## config.mk

```make
export PLATFORM = sky130hd
export DESIGN_NAME = fetch_sequencer_flat
export DESIGN_NICKNAME = d
export VERILOG_FILES = /design/src/rtl/fetch_sequencer_if.sv /design/src/rtl/fetch_sequencer.sv /design/src/flat_wrapper.sv
export SDC_FILE = /design/constraint.sdc
export NUM_CORES = 1
export LEC_CHECK = 0
export CORE_ASPECT_RATIO = 0.5
export CORE_MARGIN = 5
export CORE_UTILIZATION = 25
export CTS_CLUSTER_SIZE = 40
export DETAILED_ROUTE_END_ITERATION = 10
export SLEW_MARGIN = 20
export SYNTH_ARGS = -nofsm -noshare
export SYNTH_HDL_FRONTEND = slang
export SYNTH_SLANG_ARGS = --single-unit
```

## constraint.sdc

```tcl
create_clock -name Clk -period 8.4 [get_ports Clk]
set_input_delay 1.68 -clock Clk [delete_from_list [all_inputs] [get_ports Clk]]
set_output_delay 1.68 -clock Clk [all_outputs]
set_load 0.005 [all_outputs]
```

## src/rtl/fetch_sequencer_if.sv

```systemverilog
// rtl/fetch_sequencer_if.sv - IF/ID fetch handshake between the sequencer and the pipeline register
interface fetch_sequencer_if;
  logic       if_valid;
  logic       if_ready;
  logic [7:0] if_instr;
  logic [7:0] if_pc;

  modport master (output if_valid, output if_instr, output if_pc, input if_ready);
  modport slave  (input if_valid, input if_instr, input if_pc, output if_ready);
endinterface

```

## src/rtl/fetch_sequencer.sv

```systemverilog
// rtl/fetch_sequencer.sv - instruction-fetch controller: PC, program store and IF/ID streaming
module fetch_sequencer #(
  parameter int DEPTH = 8
) (
  input  logic               Clk,
  input  logic               Reset,
  input  logic               load_en,
  input  logic [7:0]         load_addr,
  input  logic [7:0]         load_data,
  input  logic               start,
  fetch_sequencer_if.master  fetch,
  output logic               busy,
  output logic               done,
  output logic [7:0]         fetch_count
);

  localparam int AW = (DEPTH > 1) ? $clog2(DEPTH) : 1;

  typedef enum logic [1:0] {IDLE, RUN, HALT} state_e;

  state_e     state_q;
  logic [7:0] pc_q, pc_d;
  logic [8:0] prog_len_q, prog_len_d;
  logic       valid_q;
  logic [7:0] instr_q;
  logic [7:0] ipc_q;
  logic [7:0] count_q;
  logic       busy_q;
  logic       done_q;
  logic [7:0] mem [DEPTH];

  logic [7:0] rd_word;
  logic       slot_free;
  logic       in_prog;
  logic       load_ok;

  // Jump targets are resolved from the word being issued, so a taken jmp costs no bubble.
  always_comb begin
    rd_word    = mem[pc_q[AW-1:0]];
    slot_free  = !valid_q || fetch.if_ready;
    in_prog    = {1'b0, pc_q} < prog_len_q;
    load_ok    = load_en && ({1'b0, load_addr} < 9'(DEPTH));
    pc_d       = pc_q + 8'd1;
    if (rd_word[7:6] == 2'b11) begin
      pc_d = pc_q + {{2{rd_word[5]}}, rd_word[5:0]};
    end
    prog_len_d = prog_len_q;
    if ({1'b0, load_addr} + 9'd1 > prog_len_q) begin
      prog_len_d = {1'b0, load_addr} + 9'd1;
    end
  end

  // Reset leaves the program store untouched; only prog_len forgets it.
  always_ff @(posedge Clk) begin
    if (!Reset) begin
      state_q    <= IDLE;
      pc_q       <= 8'd0;
      prog_len_q <= 9'd0;
      valid_q    <= 1'b0;
      instr_q    <= 8'd0;
      ipc_q      <= 8'd0;
      count_q    <= 8'd0;
      busy_q     <= 1'b0;
      done_q     <= 1'b0;
    end else begin
      case (state_q)
        IDLE, HALT: begin
          if (load_ok) begin
            mem[load_addr[AW-1:0]] <= load_data;
            prog_len_q             <= prog_len_d;
          end
          if (start) begin
            state_q <= RUN;
            pc_q    <= 8'd0;
            count_q <= 8'd0;
            valid_q <= 1'b0;
            busy_q  <= 1'b1;
            done_q  <= 1'b0;
          end
        end
        RUN: begin
          if (slot_free) begin
            if (in_prog) begin
              valid_q <= 1'b1;
              instr_q <= rd_word;
              ipc_q   <= pc_q;
              pc_q    <= pc_d;
              count_q <= (count_q == 8'hFF) ? count_q : count_q + 8'd1;
            end else begin
              valid_q <= 1'b0;
              state_q <= HALT;
              busy_q  <= 1'b0;
              done_q  <= 1'b1;
            end
          end
        end
        default: state_q <= IDLE;
      endcase
    end
  end

  assign fetch.if_valid = valid_q;
  assign fetch.if_instr = instr_q;
  assign fetch.if_pc    = ipc_q;
  assign busy           = busy_q;
  assign done           = done_q;
  assign fetch_count    = count_q;

endmodule

```

## src/flat_wrapper.sv

```systemverilog
// flat-port wrapper written by rule: the top's interface ports become plain ports
module fetch_sequencer_flat 
#(
  parameter int DEPTH = 8
)
  (Clk, Reset, load_en, load_addr, load_data, start, busy, done, fetch_count, fetch_if_valid, fetch_if_instr, fetch_if_pc, fetch_if_ready);
  fetch_sequencer_if fetch_i ();
  input  logic Clk;
  input  logic Reset;
  input  logic load_en;
  input  logic [7:0] load_addr;
  input  logic [7:0] load_data;
  input  logic start;
  output logic busy;
  output logic done;
  output logic [7:0] fetch_count;
  output wire logic [$bits(fetch_i.if_valid)-1:0] fetch_if_valid;
  output wire logic [$bits(fetch_i.if_instr)-1:0] fetch_if_instr;
  output wire logic [$bits(fetch_i.if_pc)-1:0] fetch_if_pc;
  input wire logic [$bits(fetch_i.if_ready)-1:0] fetch_if_ready;
  assign fetch_if_valid = fetch_i.if_valid;
  assign fetch_if_instr = fetch_i.if_instr;
  assign fetch_if_pc = fetch_i.if_pc;
  assign fetch_i.if_ready = fetch_if_ready;
  fetch_sequencer #(.DEPTH(DEPTH)) u_core (.Clk(Clk), .Reset(Reset), .load_en(load_en), .load_addr(load_addr), .load_data(load_data), .start(start), .fetch(fetch_i), .busy(busy), .done(done), .fetch_count(fetch_count));
endmodule
```

# Word-level counts from Yosys, hierarchy flattened
# Memory sizes are Yosys's and may differ from the RTL's. A register that Yosys moved wholly into a read port is not among the register bits.
# Index checks and enable logic that the tools add are counted.
op_classes:
  mux: 30
  reduce_logical: 13
  add_sub_neg: 4
  n_eq_ne: 9
  magnitude_cmp: 3
ops:
  columns: ["operator", "count"]
  rows:
  - ["$mux 8", 7]
  - ["$pmux 8 s2", 2]
  - ["$add 8x1->8 const B", 2]
  - ["$mux 1", 12]
  - ["$reduce_and 3->1", 4]
  - ["$add 8x1->9 const B", 1]
  - ["$gt 9x9->1", 1]
  - ["$lt 8x9->1", 1]
  - ["$add 8x8->8", 1]
  - ["$eq 8x8->1 const B", 1]
  - ["$lt 8x4->1 const B", 1]
  - ["$reduce_and 4->1", 2]
  - ["$mux 2", 3]
  - ["$mux 3", 2]
  - ["$ne 2x2->1 const B", 3]
  - ["$pmux 1 s2", 3]
  - ["$reduce_and 5->1", 1]
  - ["$eq 2x2->1 const B", 2]
  - ["$ne 2x1->1 const B", 2]
  - ["$pmux 2 s2", 1]
  - ["$eq 2x1->1 const B", 1]
  - ["$logic_not 2->1", 1]
  - ["$reduce_bool 2->1", 1]
  - ["$reduce_or 2->1", 1]
  - ["3 further kinds", 3]
totals:
  regBits: 46
  ramBits: 64
  n_memories: 1
  elab_cells: 69
memory_table:
  columns: ["name", "depth", "word_bits", "rd", "rd_clocked_by_memory_dff", "wr", "line_no", "source"]
  rows:
  - ["u_core.mem", 8, 8, 1, 1, 1, "fetch_sequencer.sv:30", "logic [7:0] mem [DEPTH];"]

# Longest topological paths before layout
# Gate-level depths: netlist (run 1).
depth:
  ltp_word: 7
  ltp_mapped: 14

# Worst setup path after synthesis (run 1)
# Ideal clock, no wire load.
synth_timing:
  path_type: "input to register"
  startpoint: "in load_addr[2]"
  endpoint: "reg u_core.prog_len_q[2]"
  path_slack_ns: 4.520
  cell_stages: 12
  arrival_ns: 3.764
  required_ns: 8.284
  cell_sequence: "clkbuf_1 -> and3_1 -> nand3_1 -> xnor2_1 -> ha_1 -> a211o_1 -> o221ai_1 -> a21oi_1 -> o31ai_1 -> buf_2 -> nand2_1 -> o211a_1"
synth_via:
  elab_chain_cells: 3
  word_cells_on_any_way: 5
synth_lines:
  columns: ["item", "line_no", "source"]
  rows:
  - ["from (decl)", "flat_wrapper.sv:11", "input logic [7:0] load_addr;"]
  - ["$add 8x1->9 or $lt 8x4->1 (tied branches)", "fetch_sequencer.sv:48, fetch_sequencer.sv:49, fetch_sequencer.sv:42", null]
  - ["$gt 9x9->1 or $logic_and 1x1->1 (tied branches)", "fetch_sequencer.sv:48, fetch_sequencer.sv:42", null]
  - ["$reduce_and 3->1 (no source line)", null, null]
  - ["to (signal assigned)", "fetch_sequencer.sv:70", "prog_len_q <= prog_len_d;"]
  - ["to (decl)", "fetch_sequencer.sv:23", "logic [8:0] prog_len_q, prog_len_d;"]
# Several ways; a longest one is shown, not always the timed one.
# A chain may end at the register's enable or synchronous reset.

# Final worst setup path (run 1)
layout_timing:
  startpoint: "in load_addr[1]"
  endpoint: "reg u_core.prog_len_q[1]"
# The elaborated chain is that of the path after synthesis.

==> results of run 1 <==
==> state kept, by name, indices dropped and copies added (netlist names), named ones only <==
| signal | flops |
|---|---|
| u_core.mem | 64 |
| u_core.prog_len_q | 9 |
| u_core.fetch.if_instr | 8 |
| u_core.fetch.if_pc | 8 |
| u_core.fetch_count | 8 |
| u_core.pc_q | 8 |
| u_core.state_q | 2 |
| u_core.busy | 1 |
| u_core.done | 1 |
| u_core.fetch.if_valid | 1 |
==> worst max-delay path: stages <==
cell             delay, ns
clkdlybuf4s50_1       0.62
ha_1                  0.25
and3_1                0.19
xor2_1                0.19
ha_1                  0.29
a211o_1               0.28
o221ai_1              0.17
a21oi_1               0.07
o31ai_2               0.64
mux2i_1               0.25
nor2b_1               0.06
==> path summary, 6_finish.rpt <==
| kind | depth (start not counted) | endpoint | startpoint |
|---|---|---|---|
| setup / recovery | 11 | u_core.prog_len_q[1] | load_addr[1] |
| hold / removal | 2 | u_core.fetch.if_pc[6] | u_core.fetch.if_pc[6] |
| setup reg to reg | 12 | u_core.pc_q[6] | flop |
| hold reg to reg | 2 | u_core.fetch.if_pc[6] | u_core.fetch.if_pc[6] |
==> cells by family after synthesis <==
family / Yosys count / share of synthesized area
simple gates: 131 / 0.124
flops: 113 / 0.571
compound gates: 59 / 0.0900
buf+inv: 28 / 0.0229
mux: 27 / 0.0925
fa+ha+maj: 26 / 0.0654
xor+xnor: 19 / 0.0342
==> cells in the final DEF, fill, tap and decap left out, types with 5 or more instances in the layout <==
| cell type | netlist | layout |
|---|---|---|
| a21boi_1 | 18 | 18 |
| a21oi_1 | 8 | 8 |
| and3_1 | 10 | 10 |
| clkbuf_16 | 0 | 17 |
| clkdlybuf4s50_1 | 0 | 47 |
| dfxtp_1 | 49 | 49 |
| edfxtp_1 | 64 | 64 |
| ha_1 | 25 | 25 |
| inv_1 | 12 | 12 |
| mux2i_1 | 11 | 11 |
| mux4_2 | 16 | 16 |
| nand2_1 | 41 | 41 |
| nand2b_1 | 5 | 5 |
| nand3_1 | 18 | 18 |
| nor2_1 | 29 | 29 |
| nor2b_1 | 7 | 7 |
| o211a_1 | 10 | 10 |
| o21ai_0 | 5 | 5 |
| xnor2_1 | 10 | 10 |
| xor2_1 | 8 | 8 |
==> metal layers <==
metal,share of wire,global-route usage,vias to the layer above
met5,0,0,-
met3,0.040,0.0319,12
li1,-,-,1586
met1,0.47,0.120,1567
met2,0.48,0.160,39
met4,0.011,0.0283,0
==> Yosys cell counts (2+ instances only) <==
| library cell | instances |
|---|---|
| inv_1 | 12 |
| nor3_1 | 6 |
| o21ai_0 | 5 |
| mux2i_1 | 11 |
| a21boi_1 | 18 |
| nor2b_1 | 7 |
| nand3b_1 | 2 |
| nand2_1 | 41 |
| nand4b_1 | 2 |
| dfxtp_1 | 49 |
| and2_1 | 2 |
| xnor2_1 | 10 |
| clkbuf_1 | 9 |
| o211a_1 | 10 |
| mux4_2 | 16 |
| nand2b_1 | 5 |
| buf_2 | 6 |
| nor2_1 | 29 |
| nand3_1 | 18 |
| a21o_1 | 2 |
| nor3b_1 | 2 |
| a21oi_1 | 8 |
| and3_1 | 10 |
| o21ai_1 | 2 |
| ha_1 | 25 |
| o21a_1 | 3 |
| xor2_1 | 8 |
| edfxtp_1 | 64 |
==> report_power, final <==
part / switching [uW] / total, uW / internal, uW
Sequential: 2.54 / 589 / 587
Clock: 257 / 723 / 466
Combinational: 27.3 / 52.2 / 25.0
Total: 287 / 1360 / 1080
==> cell type report <==
class	instances	area, um^2
inverters	12	45.0
multi-input cells	262	2080
clock inverters	13	160
repair buffers	49	485
flip-flops and latches	113	2900
clock buffers	19	433
fillers	1950	13300
well taps	266	333
==> metrics by stage <==
stage / std cells / setup WS, ns / cell area, um^2 / power [uW] / util
floorplan: 403 / 4.52 / 5090 / 628 / -
global placement: 702 / 3.33 / 5840 / 653 / 0.296
detailed placement: 702 / 3.59 / 5850 / 654 / 0.296
CTS: 734 / 4.05 / 6440 / 1380 / 0.327
global route: 734 / 3.76 / 6440 / 1410 / 0.327
finish: 734 / 4.01 / 6440 / 1360 / 0.327
==> results.sh, run 1 <==
export IMPL_clock_sinks=113
export IMPL_firstDrtPassIters=4
export IMPL_areaGrowthSynthToFinish_pct=26.6
export IMPL_first_iter_violations=142
export IMPL_synth_edf_count=64
export IMPL_cp_end_kind="flop"
export IMPL_clk_path_buf_depth=2
export IMPL_n_antenna_cell=0
export IMPL_cts_htree_levels=4
export IMPL_maxCapViolCount=0
export IMPL_ys_top_cells_by_area="edfxtp_1, dfxtp_1, mux4_2, ha_1, nand2_1"
export IMPL_coreArea_mm2=0.0197
export IMPL_gr_usage_all_layers=0.0965
export IMPL_finalSetupTns_ns=0
export IMPL_yosys_area_top_type="edfxtp_1"
export IMPL_hp_class="flop to flop"
export IMPL_cts_clk_slew_worst_paths_ns=0.05
export IMPL_fmax_ghz=0.228
export IMPL_grt_pass1_wl_um=17900
export IMPL_synth_top_flop_cell="edfxtp_1"
export IMPL_post_cts_buffers=0
export IMPL_antenna_found_initial=0
export IMPL_pin_count=48
export IMPL_synth_cells=403
export IMPL_hold_violations=0
export IMPL_crit_type="input pin to flop"
export IMPL_cts_tree="done"
export IMPL_drive_above_1_share=0.118
export IMPL_synth_cell_types=49
export IMPL_die_area_mm2=0.0235
export IMPL_required_ns=8.70
export IMPL_post_route_period_util=0.522
export IMPL_startpoint_type="input pin"
export IMPL_worstPathArrival_ns=4.69
export IMPL_r2r_slack_ns=4.94
export IMPL_ys_warnings_count=0
export IMPL_yosysSeqAreaShare=0.571
export IMPL_grt_start_max_net_pins=41
export IMPL_gp_congestion=0.783
export IMPL_grt_pass1_vias=3253
export IMPL_leakage_uw=0.00231
export IMPL_outcome="complete, no violations"
export IMPL_syn_nets=450
export IMPL_postRouteAntennaNets=0
export IMPL_period_needed_ns=4.39
export IMPL_drv_slew=0
export IMPL_wirelength_um=10800
export IMPL_relSlewSlack=0.327
export IMPL_viasPerCell=4.37
export IMPL_wl_per_cell_um=14.8
export IMPL_holdWs_ns=0.452
export IMPL_port_buffers=47
export IMPL_cts_root_buf="clkbuf_16"
export IMPL_row_count=36
export IMPL_tightest_slew_ns=1.01
export IMPL_final_nets=502
export IMPL_rsz0062_at_grt="no"
export IMPL_initial_core_util=0.258
export IMPL_cts_hold_buf=0
export IMPL_fin_skew_ns=0.00879
export IMPL_drc_errors=0
export IMPL_powerDensity_mw_per_mm2=212
export IMPL_gr_total_overflow=0
export IMPL_vias=3204
export IMPL_synth_top_area_frac=0.378
export IMPL_insertion_delay_ns=0.41
export IMPL_irDropWorstVdd_v=0.000111
export IMPL_async_flop_share=0
export IMPL_die_height_um=111
export IMPL_dp_hpwl_um=7470
export IMPL_ys_seq_elements=113
export IMPL_netlist_area_mm2=0.00509
export IMPL_fp_dieW_um=212
export IMPL_syn_area_per_cell_um2=12.6
export IMPL_cts_resized=0
export IMPL_path_max_fanout=12
export IMPL_setup_viol=0
export IMPL_cts_made_buffers=17
(Power assumes the default switching activity.)
==> run 2, diff against run 1 <==
- clock period: 8.4 -> 4.4 ns (I/O delays scaled with it)
==> run 2 against run 1 <==
Power is 84% higher. Clock-buffer cell count is 2 lower. Sequential share of layout area is 0.23 points lower. Largest cell class unchanged. Largest power group unchanged.
==> results.sh, run 2 (synthesized netlist as in run 1, its figures left out) <==
export IMPL_post_cts_buffers=0
export IMPL_postRouteAntennaNets=0
export IMPL_hp_class="flop to flop"
export IMPL_n_antenna_cell=0
export IMPL_largest_reg_flops=64
export IMPL_period_needed_ns=3.41
export IMPL_relSlewSlack=0.591
export IMPL_gr_usage_all_layers=0.0988
export IMPL_leakage_uw=0.00235
export IMPL_cts_clk_slew_worst_paths_ns=0.05
export IMPL_required_ns=4.70
export IMPL_fin_skew_ns=0.0133
export IMPL_clkPwrFrac=0.511
export IMPL_insertion_delay_ns=0.41
export IMPL_initial_core_util=0.258
export IMPL_r2r_slack_ns=0.99
export IMPL_final_area_mm2=0.00647
export IMPL_crit_type="flop to flop"
export IMPL_hold_violations=0
export IMPL_antenna_found_initial=0
export IMPL_pin_count=48
export IMPL_port_buffers=47
export IMPL_irDropWorstVdd_v=0.000217
export IMPL_cts_resized=0
export IMPL_fmax_ghz=0.293
export IMPL_finalSetupTns_ns=0
export IMPL_fp_dieW_um=212
export IMPL_cp_end_kind="flop"
export IMPL_met2_usage=0.167
export IMPL_power_switching_uw=558
export IMPL_post_route_period_util=0.775
export IMPL_mostFrequentLayoutCell="edfxtp_1"
export IMPL_final_nets=513
export IMPL_power_internal_uw=1950
export IMPL_utilization=0.328
export IMPL_fin_total_pwr_uw=2500
export IMPL_tightest_slew_ns=0.612
export IMPL_dp_slack_ns=0.761
export IMPL_grt_busiest_layer="met2"
export IMPL_setup_viol=0
export IMPL_outcome="complete, no violations"
export IMPL_die_area_mm2=0.0235
export IMPL_clk_path_buf_depth=2
export IMPL_cts_htree_levels=4
export IMPL_grt_pass1_vias=3473
export IMPL_row_count=36
export IMPL_use_met3=0.0271
export IMPL_clock_sinks=113
export IMPL_final_cell_mix="edfxtp_1, dfxtp_1, clkdlybuf4s50_1, nand2_1, nor2_1"
export IMPL_vias=3273
export IMPL_powerDensity_mw_per_mm2=387
export IMPL_grt_start_max_net_pins=39
export IMPL_viasPerCell=4.40
export IMPL_p_comb_frac=0.040
export IMPL_wl_per_cell_um=15.1
export IMPL_rsz0062_at_grt="no"
export IMPL_wirelength_um=11200
export IMPL_cts_hold_buf=0
export IMPL_dpl_cell_area_mm2=0.00592
export IMPL_areaGrowthSynthToFinish_pct=27.3
export IMPL_drv_slew=0
export IMPL_cts_made_buffers=17
export IMPL_maxCapViolCount=0
export IMPL_switching_share=0.223
export IMPL_fin_ws_ns=0.988
export IMPL_cts_tree="done"
export IMPL_cts_root_buf="clkbuf_16"
export IMPL_startpoint_type="flop"
export IMPL_grt_pass1_wl_um=18300
export IMPL_coreArea_mm2=0.0197
export IMPL_dp_hpwl_um=7890
export IMPL_die_height_um=111
export IMPL_gr_total_overflow=0
export IMPL_first_iter_violations=130
export IMPL_seqPwrFrac=0.449
export IMPL_path_max_fanout=16
export IMPL_gp_congestion=0.782
export IMPL_worstPathArrival_ns=3.71
export IMPL_gr_usage_met1=0.123
export IMPL_drc_errors=0
export IMPL_drive_above_1_share=0.138
export IMPL_firstDrtPassIters=4
## run 2: cell types whose count changed in the layout (fill, tap and decap cells not counted), sizes merged
cell,delta
inv,+1
buf,+11
clkinv,+2
clkbuf,-2
bufinv,-2
## run 2: power groups by stage
stage / clock [uW] / combinational (uW) / sequential (uW)
floorplan: 0 / 51.9 / 1150
global placement: 0 / 99.9 / 1150
detailed placement: 0 / 102 / 1150
CTS: 1320 / 102 / 1130
global route: 1360 / 113 / 1130
finish: 1280 / 101 / 1130
## run 2: through the flow
stage / hold WS (ns) / cells
2_1_floorplan: 0.447 / 403
3_3_place_gp: 0.445 / 713
3_5_place_dp: 0.449 / 713
4_1_cts: 0.456 / 744
5_1_grt: 0.477 / 744
6_report: 0.453 / 744
## run 2: final cells by class
cell class	instances	area, um^2
inverters	12	45.0
clock buffers	17	425
multi-input cells	262	2070
well taps	266	333
fillers	1962	13300
repair buffers	60	568
clock inverters	14	133
flip-flops and latches	113	2900
## run 2: critical path, cell delays in order, from the launching register on
cell and delay (ns):
dfxtp_1 0.31, buf_4 0.31, mux4_2 0.54, mux2i_1 0.30
nand2b_1 0.10, ha_1 0.21, fa_1 0.41, a21o_1 0.18
a21oi_1 0.25, o21bai_1 0.10, a21oi_1 0.18, xor2_1 0.16
o21ai_1 0.06, and2_1 0.17
## run 2: routing by layer
| metal | up-vias | wire length (um) | part of all wire |
|---|---|---|---|
| met1 | 1628 | 5250 | 0.47 |
| met5 | - | 0 | 0 |
| met3 | 2 | 250 | 0.022 |
| met4 | 0 | 53 | 0.0047 |
| met2 | 31 | 5650 | 0.50 |
| li1 | 1612 | - | - |
## run 2: worst paths after layout
path                         startpoint               endpoint  cells after the start
setup reg to reg                   flop         u_core.pc_q[6]                     13
setup / recovery                   flop         u_core.pc_q[6]                     13
hold reg to reg   u_core.fetch.if_pc[5]  u_core.fetch.if_pc[5]                      2
hold / removal    u_core.fetch.if_pc[5]  u_core.fetch.if_pc[5]                      2
==> run 3, diff against run 2 <==
- clock period: 4.4 -> 3.2 ns (I/O delays scaled with it)
==> run 3 against run 2 <==
Clock power rose by 42%. Via count rose by 2.6%. Power rose by 40%. Utilization rose by 1.2 points. Clock skew rose by 0.0033 ns. Critical path type unchanged. Critical endpoint unchanged. Largest cell class unchanged.
==> results.sh, run 3 (synthesized netlist as in run 1, its figures left out) <==
export IMPL_leakage_uw=0.00247
export IMPL_hold_violations=0
export IMPL_required_ns=3.49
export IMPL_gp_congestion=0.806
export IMPL_grt_busiest_layer="met2"
export IMPL_cts_htree_levels=4
export IMPL_worstPathArrival_ns=3.38
export IMPL_insertion_delay_ns=0.41
export IMPL_port_buffers=47
export IMPL_dp_hpwl_um=8140
export IMPL_cts_made_buffers=17
export IMPL_power_internal_uw=2760
export IMPL_dpl_cell_area_mm2=0.00606
export IMPL_cts_tree="done"
export IMPL_die_area_mm2=0.0235
export IMPL_firstDrtPassIters=4
export IMPL_wl_per_cell_um=15.3
export IMPL_seqPwrFrac=0.440
export IMPL_cts_clk_slew_worst_paths_ns=0.06
export IMPL_gr_usage_all_layers=0.101
export IMPL_hp_class="flop to flop"
export IMPL_drv_slew=0
export IMPL_fmax_ghz=0.323
export IMPL_clock_sinks=113
export IMPL_grt_pass1_vias=3554
export IMPL_final_cell_mix="edfxtp_1, dfxtp_1, clkdlybuf4s50_1, nand2_1"
export IMPL_fin_skew_ns=0.0166
export IMPL_powerDensity_mw_per_mm2=524
export IMPL_clkPwrFrac=0.517
export IMPL_drc_errors=0
export IMPL_areaGrowthSynthToFinish_pct=31.8
export IMPL_mostFrequentLayoutCell="edfxtp_1"
export IMPL_crit_type="flop to flop"
export IMPL_final_area_mm2=0.00670
export IMPL_r2r_end="u_core.pc_q[6]"
export IMPL_post_route_period_util=0.967
export IMPL_path_max_fanout=6
export IMPL_antenna_found_initial=0
export IMPL_r2r_cells=14
export IMPL_grt_pass1_wl_um=18800
export IMPL_cp_end_kind="flop"
export IMPL_largest_reg_flops=64
export IMPL_die_height_um=111
export IMPL_pin_count=48
export IMPL_wirelength_um=11700
export IMPL_period_needed_ns=3.09
export IMPL_finalSetupTns_ns=0
export IMPL_vias=3357
export IMPL_clk_path_buf_depth=2
export IMPL_n_antenna_cell=0
export IMPL_cts_hold_buf=0
export IMPL_setup_viol=0
export IMPL_use_met3=0.0277
export IMPL_initial_core_util=0.258
export IMPL_tightest_slew_ns=0.554
export IMPL_maxCapViolCount=0
export IMPL_coreArea_mm2=0.0197
export IMPL_grt_start_max_net_pins=39
export IMPL_drive_above_1_share=0.179
export IMPL_outcome="complete, no violations"
export IMPL_final_nets=532
export IMPL_met2_usage=0.174
export IMPL_relSlewSlack=0.630
export IMPL_irDropWorstVdd_v=0.000315
export IMPL_gr_usage_met1=0.125
export IMPL_p_comb_frac=0.042
export IMPL_crit_path_end="u_core.pc_q[6]"
export IMPL_gr_total_overflow=0
export IMPL_r2r_slack_ns=0.11
export IMPL_power_switching_uw=754
export IMPL_cts_root_buf="clkbuf_16"
export IMPL_switching_share=0.215
export IMPL_postRouteAntennaNets=0
export IMPL_row_count=36
export IMPL_first_iter_violations=169
export IMPL_fp_dieW_um=212
export IMPL_startpoint_type="flop"
export IMPL_hold_start="u_core.fetch.if_pc[6]"
export IMPL_viasPerCell=4.39
export IMPL_holdWs_ns=0.451
==> run 3: cell types whose count changed in the layout (fill, tap and decap cells not counted), moves of 2 or more <==
| cell | before | now |
|---|---|---|
| buf_4 | 13 | 29 |
| mux2i_1 | 11 | 8 |
| a21oi_1 | 8 | 6 |
| a21oi_2 | 0 | 2 |
| clkbuf_1 | 0 | 2 |
| inv_6 | 4 | 2 |
| mux2i_4 | 0 | 2 |
==> run 3: critical path, stage by stage, from the launching register on <==
cell and delay, ns:
dfxtp_4 0.37, buf_12 0.13, mux4_2 0.50, mux2i_1 0.15, buf_4 0.14, nand2b_1 0.06, ha_1 0.20, fa_1 0.39
a21o_1 0.19, a21oi_2 0.16, o21bai_1 0.09, a21oi_2 0.16, xor2_1 0.18, o21ai_1 0.07, and2_1 0.17
==> run 3: cell type report <==
cell class | instances | area (um^2)
Sequential cell | 113 | 2910
Tap cell | 266 | 333
Clock inverter | 13 | 138
Clock buffer | 19 | 433
Multi-Input combinational cell | 262 | 2100
Fill cell | 1954 | 13000
Timing Repair Buffer | 79 | 744
Inverter | 12 | 45.0
==> run 3: per-stage QoR <==
stage	cells	utilization	total power, uW	worst slack, ns
2_1_floorplan	403	-	1650	0.0412
3_3_place_gp	730	0.307	1720	-0.0101
3_5_place_dp	730	0.307	1730	-0.0631
4_1_cts	762	0.336	3550	0.00128
5_1_grt	764	0.340	3640	-0.000622
6_report	764	0.340	3510	0.106
==> run 3: layer usage <==
metal / vias to the layer above / share of wire
met5: - / 0
met1: 1641 / 0.47
met3: 15 / 0.030
li1: 1647 / -
met2: 54 / 0.49
met4: 0 / 0.012
==> run 3: worst min path at each step <==
| stage | slack (ns) | to | depth (start not counted) |
|---|---|---|---|
| floorplan | 0.45 | u_core.prog_len_q[0] | 2 |
| global placement | 0.45 | u_core.fetch.if_pc[4] | 2 |
| detailed placement | 0.45 | u_core.fetch.if_pc[6] | 2 |
| CTS | 0.46 | u_core.fetch.if_pc[6] | 2 |
| global route | 0.48 | u_core.fetch.if_pc[2] | 2 |
| finish | 0.45 | u_core.fetch.if_pc[6] | 2 |
==> run 3: power groups by stage <==
stage,Clock [uW],Sequential (uW),Combinational [uW]
2_1_floorplan,0,1580,71.4
3_3_place_gp,0,1580,145
4_1_cts,1860,1550,148
6_report,1820,1550,149
3_5_place_dp,0,1580,148
5_1_grt,1930,1550,165
==> run 3: timing repair <==
item / CTS / global route
cloned: 0 / 1
endpoints found under the hold margin: 0 / 0
endpoints found under the setup margin: 1 / 2
pin swaps: 0 / 2
resized for setup: 1 / 9
setup buffers: 0 / 1
